--- config.mk ---
export PLATFORM = sky130hd
export DESIGN_NAME = param_cfg_loader
export DESIGN_NICKNAME = d
export VERILOG_FILES = /design/src/rtl/param_cfg_pkg.sv /design/src/rtl/param_cfg_timeout.sv /design/src/rtl/param_cfg_loader.sv
export SDC_FILE = /design/constraint.sdc
export NUM_CORES = 1
export LEC_CHECK = 0
export ABC_AREA = 1
export BUFFER_PORTS_ARGS = -buffer_cell sky130_fd_sc_hd__buf_2
export CORE_MARGIN = 2
export CORE_UTILIZATION = 50
export DETAILED_ROUTE_END_ITERATION = 10
export PLACE_DENSITY = 0.73
export SLEW_MARGIN = 30
export SYNTH_ARGS = -nofsm -noshare
export SYNTH_HDL_FRONTEND = slang
export SYNTH_SLANG_ARGS = --single-unit
--- constraint.sdc ---
create_clock -name clk -period 3.4 [get_ports clk]
set_input_delay 0.34 -clock clk [delete_from_list [all_inputs] [get_ports clk]]
set_output_delay 0.34 -clock clk [all_outputs]
set_load 0.05 [all_outputs]
--- src/rtl/param_cfg_pkg.sv ---
// Shared constants and enumerations for the parameter configuration loader.
package param_cfg_pkg;

   localparam logic [7:0] SYNC_BYTE = 8'hA5;

   typedef enum logic [2:0] {
      S_IDLE   = 3'd0,
      S_IDX    = 3'd1,
      S_DATA   = 3'd2,
      S_CSUM   = 3'd3,
      S_COMMIT = 3'd4
   } state_e;

   typedef enum logic [1:0] {
      ERR_NONE    = 2'b00,
      ERR_CSUM    = 2'b01,
      ERR_IDX     = 2'b10,
      ERR_TIMEOUT = 2'b11
   } err_code_e;

endpackage

--- src/rtl/param_cfg_timeout.sv ---
// Inter-byte idle timer: down-counter reloaded on every accepted byte,
// expire is high in the cycle that would be the TIMEOUT_CYC-th idle cycle.
module param_cfg_timeout #(
   parameter int TIMEOUT_CYC = 16
) (
   input  logic clk,
   input  logic rst_n,
   input  logic load,
   input  logic en,
   output logic expire
);

   localparam int            CW       = (TIMEOUT_CYC > 1) ? $clog2(TIMEOUT_CYC) : 1;
   localparam logic [CW-1:0] LOAD_VAL = CW'(TIMEOUT_CYC - 1);

   logic [CW-1:0] cnt;

   // Reload on activity or when not inside a frame, otherwise count idle cycles down.
   always_ff @(posedge clk) begin
      if (!rst_n) begin
         cnt <= LOAD_VAL;
      end else if (load) begin
         cnt <= LOAD_VAL;
      end else if (en && (cnt != '0)) begin
         cnt <= cnt - 1'b1;
      end
   end

   assign expire = en && (cnt == '0);

endmodule

--- src/rtl/param_cfg_loader.sv ---
// Framed byte-stream loader for a bank of runtime parameter registers.
//
// state    | meaning
// ---------+-----------------------------------------------------------
// S_IDLE   | hunting for SYNC; other bytes are dropped silently
// S_IDX    | waiting for the index byte
// S_DATA   | collecting BYTES little-endian data bytes into the shadow
// S_CSUM   | waiting for the checksum byte; entry is written on accept
// S_COMMIT | one-cycle result: update pulse or error pulse, not ready
module param_cfg_loader
   import param_cfg_pkg::*;
#(
   parameter int                 NUM_ENTRIES = 8,
   parameter int                 ENTRY_W     = 32,
   parameter logic [ENTRY_W-1:0] DEFAULT_VAL = '0,
   parameter int                 TIMEOUT_CYC = 16
) (
   input  logic                           clk,
   input  logic                           rst_n,
   input  logic                           in_valid,
   input  logic [7:0]                     in_data,
   output logic                           in_ready,
   output logic [NUM_ENTRIES*ENTRY_W-1:0] cfg_values,
   output logic                           cfg_update,
   output logic [$clog2(NUM_ENTRIES)-1:0] cfg_upd_idx,
   output logic                           err,
   output logic [1:0]                     err_code
);

   localparam int             IW        = $clog2(NUM_ENTRIES);
   localparam int             BYTES     = (ENTRY_W + 7) / 8;
   localparam int             SW        = BYTES * 8;
   localparam int             BCW       = (BYTES > 1) ? $clog2(BYTES) : 1;
   localparam logic [BCW-1:0] LAST_BYTE = BCW'(BYTES - 1);

   state_e                         state;
   state_e                         state_nxt;
   logic                           accept;
   logic                           active;
   logic                           tmo_expire;
   logic [7:0]                     idx_q;
   logic [7:0]                     csum_acc;
   logic [BCW-1:0]                 bcnt;
   logic [SW-1:0]                  shadow;
   logic                           csum_ok_q;
   logic                           idx_ok_q;
   logic                           idx_in_range;
   logic [NUM_ENTRIES*ENTRY_W-1:0] bank;

   assign active       = (state == S_IDX) || (state == S_DATA) || (state == S_CSUM);
   assign in_ready     = rst_n && (state != S_COMMIT) && !tmo_expire;
   assign accept       = in_valid && in_ready;
   assign idx_in_range = ({1'b0, idx_q} < 9'(NUM_ENTRIES));
   assign cfg_values   = bank;

   param_cfg_timeout #(
      .TIMEOUT_CYC (TIMEOUT_CYC)
   ) u_timeout (
      .clk    (clk),
      .rst_n  (rst_n),
      .load   (accept || !active),
      .en     (active),
      .expire (tmo_expire)
   );

   // State register.
   always_ff @(posedge clk) begin
      if (!rst_n) begin
         state <= S_IDLE;
      end else begin
         state <= state_nxt;
      end
   end

   // Next-state decode and the one-cycle result pulses.
   always_comb begin
      state_nxt   = state;
      cfg_update  = 1'b0;
      cfg_upd_idx = '0;
      err         = 1'b0;
      err_code    = ERR_NONE;
      if (tmo_expire) begin
         state_nxt = S_IDLE;
         err       = 1'b1;
         err_code  = ERR_TIMEOUT;
      end else begin
         case (state)
            S_IDLE: begin
               if (accept && (in_data == SYNC_BYTE)) state_nxt = S_IDX;
            end
            S_IDX: begin
               if (accept) state_nxt = S_DATA;
            end
            S_DATA: begin
               if (accept && (bcnt == LAST_BYTE)) state_nxt = S_CSUM;
            end
            S_CSUM: begin
               if (accept) state_nxt = S_COMMIT;
            end
            S_COMMIT: begin
               state_nxt = S_IDLE;
               if (!csum_ok_q) begin
                  err      = 1'b1;
                  err_code = ERR_CSUM;
               end else if (!idx_ok_q) begin
                  err      = 1'b1;
                  err_code = ERR_IDX;
               end else begin
                  cfg_update  = 1'b1;
                  cfg_upd_idx = idx_q[IW-1:0];
               end
            end
            default: state_nxt = S_IDLE;
         endcase
      end
   end

   // Frame datapath; the entry is written on the checksum edge so the new value
   // is visible in the COMMIT cycle together with cfg_update.
   always_ff @(posedge clk) begin
      if (!rst_n) begin
         bank      <= {NUM_ENTRIES{DEFAULT_VAL}};
         idx_q     <= '0;
         csum_acc  <= '0;
         bcnt      <= '0;
         shadow    <= '0;
         csum_ok_q <= 1'b0;
         idx_ok_q  <= 1'b0;
      end else if (accept) begin
         case (state)
            S_IDX: begin
               idx_q    <= in_data;
               csum_acc <= in_data;
               bcnt     <= '0;
            end
            S_DATA: begin
               shadow   <= (shadow >> 8) | (SW'(in_data) << (SW - 8));
               csum_acc <= csum_acc ^ in_data;
               bcnt     <= bcnt + 1'b1;
            end
            S_CSUM: begin
               csum_ok_q <= (in_data == csum_acc);
               idx_ok_q  <= idx_in_range;
               if ((in_data == csum_acc) && idx_in_range) begin
                  bank[idx_q[IW-1:0]*ENTRY_W +: ENTRY_W] <= shadow[ENTRY_W-1:0];
               end
            end
            default: ;
         endcase
      end
   end

endmodule

==> out/metrics.yaml <==
run_status:
  status: "completed"
sta:
  setup-tns-final_ps: 0
  fmax_ghz: 0.353
  setup-violations-final: 0
  fin_crit_ps: 2830
  clock-skew-final_ps: 22.7
  slew_headroom: 0.427
  worst_pin_slew_ps: 857
  finalHoldViolations: 0
  rsz0062_at_grt: "no"
  maxSlewViolCount: 0
  finalCritPeriodShare: 0.833
grt:
  gr-total-overflow: 0
  grt_pass1_vias: 14160
  grt_usage: 0.315
  grt_max_degree: 121
  grt_pass1_wl_microns: 77300
  antenna_found_initial: 1
setup_path:
  cp_max_fo: 54
  r2r_start: "idx_q[0]"
  critPathSlowestCell: "buf_4"
  rr_endpoint: "cfg_values[191]"
  slowest_delay_ps: 510
  required_ps: 3760
  cp_cell_sequence: "inv_2, ha_2, ha_2, buf_4, nor2_1, inv_2, buf_4, nor2_1, nand4_1, a21oi_1"
  critPathKind: "flop to flop"
  worstPathArrival_ps: 3190
  r2r_slack_ps: 570
  start_kind: "flop"
  ff2ff_path_depth: 10
  cp-end-kind: "flop"
final_layout:
  diodes: 0
  layout.nets: 2218
  areaGrowthSynthToFinish_pct: 17.5
  fin_area_sq_um: 17000
  drive_gt1_frac: 0.184
  stdcell_count: 2609
die:
  die_h_microns: 174
  num_rows: 62
  fp.dieW_microns: 174
  die_area_sq_um: 30400
  core_area_sq_um: 28600
  pin_count: 275
  start_util: 0.507
route:
  wire_per_inst_microns: 19.1
  dr.pass1.iters: 6
  drtIter0Drc: 2089
  drtAntennaViolNets: 0
  route.detailed.drc: 0
  via_count: 15544
  viasPerCell: 5.96
  routed_wl_microns: 49800
clock_network:
  cts_sinks: 315
  insertion_delay_ps: 510
  cts_buffers: 35
  cts_tree: "done"
  post-cts-setup-buffer-count: 0
  clk_path_buf_depth: 3
  hold_buffers: 0
  cts_resized: 0
  cts_root_buf: "clkbuf_16"
  clk_pin_slew_ps: 60
  cts.htree.levels: 2
placed_design:
  routabilityCongestion: 0.939
  placedInstanceArea_sq_um: 15900
  place_hpwl_microns: 33200
  port_buffers: 274
  dp_cells: 2549
power_and_ir_drop:
  vdd_drop_max_v: 0.000330
  p_leak_nw: 6.38
  p_per_area_nw_per_um2: 538
synthesis:
  ys.warnings.count: 0
  synth_top_family_by_area: "simple AND/OR/NAND/NOR gates"
  ys_seq_elements: 315
  synth-seq-area-share: 0.435
  muxShareOfSynthArea: 0
  synth-compound-area-share: 0.117
  syn_nets: 2068
  avgSynthCellArea_sq_um: 7.07
  synthAdderAreaFrac: 0.00431
  synthSimpleGateAreaFrac: 0.354
  synth_xor_area_frac: 0.00121
  synthCells: 2052
  synth_area_sq_um: 14500
  synth_cell_types: 25
worst_hold_path:
  min_to: "shadow[26]"
  whs_path_depth: 3
  min_from: "in_data[2]"
  hold_class: "primary input to flop"
run:
  cap_viol_max_count: 0
-- area by class of cell --
cell class / instances / area (sq um)
Tap cell: 384 / 480
Fill cell: 2695 / 11600
Clock inverter: 8 / 119
Multi-Input combinational cell: 1437 / 6950
Sequential cell: 315 / 6310
Inverter: 91 / 347
Clock buffer: 52 / 1060
Timing Repair Buffer: 322 / 1780
-- worst max-delay path, delay by kind of cell, from the launching register on --
| family | cells | cell delay (ps) |
|---|---|---|
| compound gates | 1 | 80 |
| fa+ha+maj | 2 | 570 |
| buf+inv | 4 | 1280 |
| flops | 1 | 330 |
| simple gates | 3 | 400 |
-- placed cells by master, fill, tap and decap left out, drive strengths merged --
cell	synthesis	layout
a21oi	275	275
buf	92	322
bufinv	0	3
clkbuf	117	52
clkinv	1	5
dfxtp	315	315
ha	5	5
inv	90	91
nand2	365	365
nand3	82	82
nand4	277	277
nor2	223	223
nor3	145	145
o211ai	2	2
o21ai	61	61
xor2	2	2
-- through the flow --
stage | power, mW | hold WS (ps) | util | worst slack (ps)
after floorplan | 4.96 | 429 | - | 943
after global placement | 5.29 | 447 | 0.554 | 743
after detailed placement | 5.32 | 452 | 0.554 | 665
after CTS | 9.14 | 166 | 0.596 | 645
after global routing | 9.47 | 187 | 0.596 | 390
final | 9.18 | 186 | 0.596 | 566
-- report_power, final --
| group | switching, mW | internal (mW) | leakage (nW) | total (mW) |
|---|---|---|---|---|
| clock | 1.50 | 2.38 | 0.586 | 3.88 |
| combinational | 1.14 | 0.290 | 3.25 | 1.43 |
| sequential | 0.0923 | 3.78 | 2.54 | 3.87 |
-- registers in the layout (all words and copies together) (netlist names) --
signal         count
cfg_values       256
shadow            32
csum_acc           8
idx_q              8
csum_ok_q          1
u_timeout.cnt      4
idx_ok_q           1
bcnt               2
state              3
-- Yosys cell counts (all sizes together) --
| master | instances | area share |
|---|---|---|
| nand3 | 82 | 0.030 |
| buf | 92 | 0.035 |
| clkinv | 1 | 0.00026 |
| clkbuf | 117 | 0.030 |
| nand2 | 365 | 0.095 |
| dfxtp | 315 | 0.43 |
| ha | 5 | 0.0043 |
| inv | 90 | 0.023 |
| nor3 | 145 | 0.051 |
| o21ai | 61 | 0.021 |
| a21oi | 275 | 0.095 |
| xor2 | 2 | 0.0012 |
| o211ai | 2 | 0.0010 |
| nand4 | 277 | 0.12 |
| nor2 | 223 | 0.060 |
-- cell families (layout without fill, tap and decap cells) --
family                     Yosys count  count (layout)
adders and majority gates            5               5
DFF                                315             315
xor gates and xnor gates             2               2
and+or+nand+nor                   1092            1092
AOI/OAI and AO/OA                  338             338
buffers and inverters              300             473
-- how the worst max path moves through the flow --
| stage | startpoint | endpoint | slack, ps | depth (start not counted) |
|---|---|---|---|---|
| 2_1_floorplan | state[0] | cfg_upd_idx[0] | 940 | 5 |
| 3_3_place_gp | idx_q[0] | cfg_values[0] | 740 | 12 |
| 3_5_place_dp | idx_q[0] | cfg_values[31] | 670 | 12 |
| 4_1_cts | idx_q[0] | cfg_values[191] | 650 | 10 |
| 5_1_grt | idx_q[0] | cfg_values[30] | 390 | 12 |
| 6_report | idx_q[0] | cfg_values[191] | 570 | 10 |
-- layer usage --
metal | vias to the layer above | GRT usage | wire length (microns) | share of wire
met5 | - | 0 | 0 | 0
met4 | 0 | 0.146 | 2350 | 0.047
met3 | 138 | 0.0709 | 4940 | 0.099
met2 | 789 | 0.502 | 22800 | 0.46
met1 | 7242 | 0.407 | 19800 | 0.40
li1 | 7375 | - | - | -
Power figures use the tool's default switching activity.
